<file path="config.mk">
export PLATFORM = sky130hd
export DESIGN_NAME = mat_vec_res_serializer
export DESIGN_NICKNAME = d
export VERILOG_FILES = /design/src/rtl/mat_vec_res_serializer.sv
export SDC_FILE = /design/constraint.sdc
export NUM_CORES = 1
export LEC_CHECK = 0
export CAP_MARGIN = 20
export CORE_MARGIN = 2
export CORE_UTILIZATION = 43
export CTS_BUF_LIST = sky130_fd_sc_hd__clkbuf_4 sky130_fd_sc_hd__clkbuf_8
export CTS_CLUSTER_SIZE = 30
export DETAILED_ROUTE_END_ITERATION = 12
export GPL_TIMING_DRIVEN = 0
export PLACE_DENSITY = 0.79
export SYNTH_ARGS = -nofsm -noshare
export SYNTH_HDL_FRONTEND = slang
export SYNTH_SLANG_ARGS = --single-unit
</file>
<file path="constraint.sdc">
create_clock -name i_clk -period 1.74 [get_ports i_clk]
set_clock_uncertainty 0.15 [all_clocks]
set_input_delay 0.174 -clock i_clk [delete_from_list [all_inputs] [get_ports i_clk]]
set_output_delay 0.174 -clock i_clk [all_outputs]
set_load 0.02 [all_outputs]
</file>
<file path="src/rtl/mat_vec_res_serializer.sv">
// ============================================================================
// Module      : mat_vec_res_serializer
// Description : Reads result words from the matrix-vector multiplier, adds an
//               optional GF(2^8) addend word (XOR) and streams the sum out as
//               bytes on a valid/ready interface, MSB byte first.
// Revision    : 1.0 - initial release
// ============================================================================
`default_nettype none

module mat_vec_res_serializer #(
    parameter int N_GF      = 8,
    parameter int PROC_SIZE = N_GF * 8,
    parameter int OUT_BYTES = 126,
    parameter int N_WORDS   = (OUT_BYTES + N_GF - 1) / N_GF,
    parameter int AW        = (N_WORDS > 1) ? $clog2(N_WORDS) : 1
) (
    input  logic                 i_clk,
    input  logic                 i_rst,
    input  logic                 i_start,
    input  logic                 i_add_en,
    output logic                 o_res_en,
    output logic [AW-1:0]        o_res_addr,
    input  logic [PROC_SIZE-1:0] i_res,
    output logic [AW-1:0]        o_add_addr,
    input  logic [PROC_SIZE-1:0] i_add,
    output logic [7:0]           o_byte,
    output logic                 o_valid,
    input  logic                 i_ready,
    output logic                 o_busy,
    output logic                 o_done
);

    // Byte counter must be able to hold N_GF itself after the final increment.
    localparam int            c_BW       = $clog2(N_GF + 1);
    localparam logic [c_BW-1:0] c_FULL_LIM = c_BW'(N_GF);
    localparam logic [c_BW-1:0] c_LAST_LIM = c_BW'(OUT_BYTES - (N_WORDS - 1) * N_GF);
    localparam logic [AW-1:0]   c_LAST_W   = AW'(N_WORDS - 1);

    typedef enum logic [2:0] {
        S_IDLE  = 3'd0,
        S_FETCH = 3'd1,
        S_LOAD  = 3'd2,
        S_SHIFT = 3'd3,
        S_DONE  = 3'd4
    } state_t;

    state_t                 r_state;
    state_t                 w_next;
    logic [AW-1:0]          r_w;
    logic [c_BW-1:0]        r_b;
    logic [c_BW-1:0]        r_lim;
    logic [PROC_SIZE-1:0]   r_sr;
    logic [7:0]             r_byte;
    logic                   r_add_en;

    logic                   w_hs;
    logic                   w_last_byte;
    logic                   w_last_word;
    logic [PROC_SIZE-1:0]   w_word;

    assign w_hs        = (r_state == S_SHIFT) && i_ready;
    assign w_last_byte = (r_b == (r_lim - c_BW'(1)));
    assign w_last_word = (r_w == c_LAST_W);
    assign w_word      = i_res ^ (r_add_en ? i_add : '0);

    always_ff @(posedge i_clk or negedge i_rst) begin
        if (!i_rst) begin
            r_state <= S_IDLE;
        end else begin
            r_state <= w_next;
        end
    end

    always_comb begin
        w_next = r_state;
        case (r_state)
            S_IDLE:  if (i_start) w_next = S_FETCH;
            S_FETCH: w_next = S_LOAD;
            S_LOAD:  w_next = S_SHIFT;
            S_SHIFT: begin
                if (w_hs && w_last_byte) begin
                    w_next = w_last_word ? S_DONE : S_FETCH;
                end
            end
            S_DONE:  w_next = S_IDLE;
            default: w_next = S_IDLE;
        endcase
    end

    always_ff @(posedge i_clk or negedge i_rst) begin
        if (!i_rst) begin
            r_w      <= '0;
            r_b      <= '0;
            r_lim    <= '0;
            r_sr     <= '0;
            r_byte   <= '0;
            r_add_en <= 1'b0;
        end else begin
            case (r_state)
                S_IDLE: begin
                    if (i_start) begin
                        r_add_en <= i_add_en;
                        r_w      <= '0;
                    end
                end
                S_LOAD: begin
                    r_sr   <= w_word;
                    r_byte <= w_word[PROC_SIZE-1 -: 8];
                    r_b    <= '0;
                    r_lim  <= w_last_word ? c_LAST_LIM : c_FULL_LIM;
                end
                S_SHIFT: begin
                    if (w_hs) begin
                        r_sr <= r_sr << 8;
                        r_b  <= r_b + c_BW'(1);
                        // Output byte is pre-loaded with the next one so it stays registered.
                        r_byte <= w_last_byte ? 8'h00 : r_sr[PROC_SIZE-9 -: 8];
                        if (w_last_byte && !w_last_word) begin
                            r_w <= r_w + AW'(1);
                        end
                    end
                end
                default: ;
            endcase
        end
    end

    assign o_res_en   = (r_state == S_FETCH);
    assign o_res_addr = r_w;
    assign o_add_addr = r_w;
    assign o_byte     = r_byte;
    assign o_valid    = (r_state == S_SHIFT);
    assign o_busy     = (r_state == S_FETCH) || (r_state == S_LOAD) || (r_state == S_SHIFT);
    assign o_done     = (r_state == S_DONE);

endmodule

`default_nettype wire

</file>
==> flow_summary_export.csv <==
group,metric,value,unit
final_layout,utilization,69.6,%
synthesis,synthAdderAreaFrac,0.556,%
floorplanning,die_y,106,um
cts,cts_buffers,9,
synthesis,synthCells,485,
outcome,violations,"negative setup slack",
sta,hold_violations,0,
detailed_routing,vias,4135,
synthesis,ys_seq_area_share,43.4,%
sta,fin_crit,1820,ps
critical_path,r2r_cells,6,
synthesis,synth_warnings,0,
cts,htree_levels,3,
power_and_ir_drop,power_density,1210,nW/um^2
synthesis,synth_nets,620,
synthesis,yosysTopAreaCell,"dfrtp_1",
cts,cts.clk_slew.worst_paths,80,ps
global_routing,grt_pass1_vias,4085,
global_routing,grt-ovfl-total,0,
synthesis,synth.distinct_cells,37,
synthesis,synth_top_family_by_area,"simple AND/OR/NAND/NOR gates",
cts,root_buffer,"clkbuf_8",
global_routing,grt_max_degree,51,
floorplanning,rows,37,
global_routing,grt_first_pass_wirelength,18.9,mm
sta,tightest_slew,422,ps
job,cap_violations,0,
critical_path,worstSetupPathType,"reg2out",
sta,fin_ws,-75.3,ps
synthesis,synth.area.top_cells,"dfrtp_1 (43%), mux2i_1 (11%), xnor2_1 (11%)",
final_layout,syn2layout_area_growth,58.5,%
floorplanning,core-area,10200,um^2
worst_hold_path,hp-class,"in2async",
synthesis,muxShareOfSynthArea,11.6,%
critical_path,r2r_end,"r_state[2]$_DFFE_PN0P_",
sta,max_clock_freq,0.551,GHz
power_and_ir_drop,p_total,8.59,mW
cts,clock_sinks,78,
detailed_routing,dr.pass1.iters,5,
cts,clockBufferDepth,2,
critical_path,worstPathCellList,"nand2_2 -> or2_4 -> buf_12 -> inv_8 -> buf_6",
floorplanning,die_x,106,um
critical_path,arrival,1490,ps
synthesis,synth-simple-area-share,16.1,%
detailed_routing,drt_iter0_markers,228,
critical_path,cp_slowest_cell,"dfrtp_2",
critical_path,crit_buf_inv,3,
detailed_routing,vias_per_cell,5.09,
sta,fin_crit_sh,104,%
cts,cts_tree,"done",
cts,insertion_delay,340,ps
floorplanning,pin_count,153,
place,gp_congestion,0.806,
synthesis,synth_xor_area_share,13.2,%
global_routing,antenna_found_initial,0,
detailed_routing,wirelength,12.7,mm
sta,maxSlewHeadroom,71.9,%
place,dp_hpwl,9.01,mm
final_layout,layout_commonest_cell,"clkdlybuf4s50_1",
final_layout,final_nets,807,
critical_path,worst_setup_path_end_kind,"output pin",
detailed_routing,drc,0,
synthesis,synth.top_cell.area_share,43.4,%
critical_path,start_kind,"flop",
floorplanning,design.die.area,11300,um^2
critical_path,worst-r2r-setup-slack,-60,ps
detailed_routing,drt.antenna.violating_nets,0,
final_layout,n_antenna_cell,0,
sta,slew_viol_final,0,
place,place.port_buffers,152,
final_layout,drive_gt1_share,20.7,%
outcome,status,"finished, violations left",
final_layout,most-common-layout-cells,"clkdlybuf4s50_1 (139), nand2_1 (107), dfrtp_1 (74), xnor2_1 (51), mux2i_1 (40)",
critical_path,critPathTopFamily,"flip-flops",
synthesis,synth_compound_area_share,9.57,%
synthesis,ys_seq_elements,78,
power_and_ir_drop,ir_drop,0.000618,V
sta,grt_setup_unrepaired,"yes",
critical_path,r2r-start,"r_state[1]$_DFFE_PN0P_",
critical_path,cpPeakStageDelay,450,ps
critical_path,cp.required,1420,ps
global_routing,track_usage,20.9,%
floorplanning,start_util,44.0,%
critical_path,critPathMaxFanout,8,
sta,setup_viol,15,
detailed_routing,post_drt_wl_per_cell,15.7,um
synthesis,synth_area,4500,um^2
power_and_ir_drop,leakagePower,2.97,nW
synthesis,avgSynthCellArea,9.27,um^2
[through the flow]
step                instances  area (um^2)  setup TNS, ps  hold WS [ps]  setup slack [ps]
CTS                       796         6570           -112           172              -102
global route              812         7130          -2430           191              -118
finish                    812         7130           -384           168             -75.3
global placement          773         6190        -187980           309             -2300
detailed placement        774         6210         -11080         -14.8              -334
floorplan                 485         4500              0          -272              94.6
[metal layers]
| layer | share of wire, % | track usage [%] | vias up |
|---|---|---|---|
| met5 | 0 | 0 | - |
| met4 | 1.1 | 5.17 | 0 |
| met3 | 6.0 | 3.62 | 15 |
| met2 | 52 | 37.8 | 163 |
| met1 | 41 | 25.9 | 1956 |
| li1 | - | - | 2001 |
[kinds of logic after synthesis]
group	Yosys count
muxes	52
AOI/OAI and AO/OA	79
adders and majority gates	2
buffers and inverters	37
xor gates and xnor gates	68
and+or+nand+nor	169
DFF	78
[flip-flops by register name, summed over array words and instances, names as in the netlist]
signal and count:
r_sr 56, r_lim 2, o_byte 8, o_add_addr 4
r_add_en 1, r_state 3, r_b 4
[Yosys cell counts, drive strengths merged]
library cell	count
nand3	7
or2	1
xor2	13
a221o	3
or3b	1
inv	4
buf	26
mux2i	50
xnor2	55
nor3b	1
and2	3
dfrtp	78
o31a	1
or3	1
and3	1
a21o	1
o311ai	2
a21oi	13
nor2	15
ha	2
nand3b	1
mux2	2
o31ai	1
nand4b	3
a22o	1
nor4	2
nor3	3
nand2	127
nand4	2
clkbuf	7
o21ai	57
and4b	1
[worst max path at each step]
stage | start | slack (ps) | endpoint | cells past startpoint
5_1_grt | r_state[1]$_DFFE_PN0P_ | -120 | o_valid | 5
3_3_place_gp | i_rst | -2300 | r_sr[4]$_DFFE_PN0P_ | 1
6_report | r_state[1]$_DFFE_PN0P_ | -80 | o_valid | 5
4_1_cts | r_state[2]$_DFFE_PN0P_ | -100 | o_valid | 5
2_1_floorplan | r_b[3]$_DFFE_PN0P_ | 90 | o_byte[0]$_DFFE_PN0P_ | 4
3_5_place_dp | r_state[0]$_DFFE_PN0P_ | -330 | o_valid | 5
[cell type report]
type,instances,area [um^2]
clock buffers,9,124
well taps,136,170
plain buffers,31,327
repair buffers,178,1850
multi-input cells,370,2570
inverters,4,22.5
fillers,753,3110
flip-flops and latches,78,1960
clock inverters,6,111
[repair_timing]
item / in CTS / in global routing
endpoints found under the setup margin: 78 / 79
gates cloned: 1 / 7
hold buffers: 1 / 0
setup buffers: 5 / 11
endpoints found under the hold margin: 55 / 0
resized for setup: 44 / 130
pin swaps: 0 / 12
[power breakdown]
group	internal, mW	switching (mW)
Sequential	2.47	0.514
Combinational	2.10	1.89
Clock	0.945	0.670
Total	5.51	3.08
Note: power is estimated with default switching activity, not from simulation.
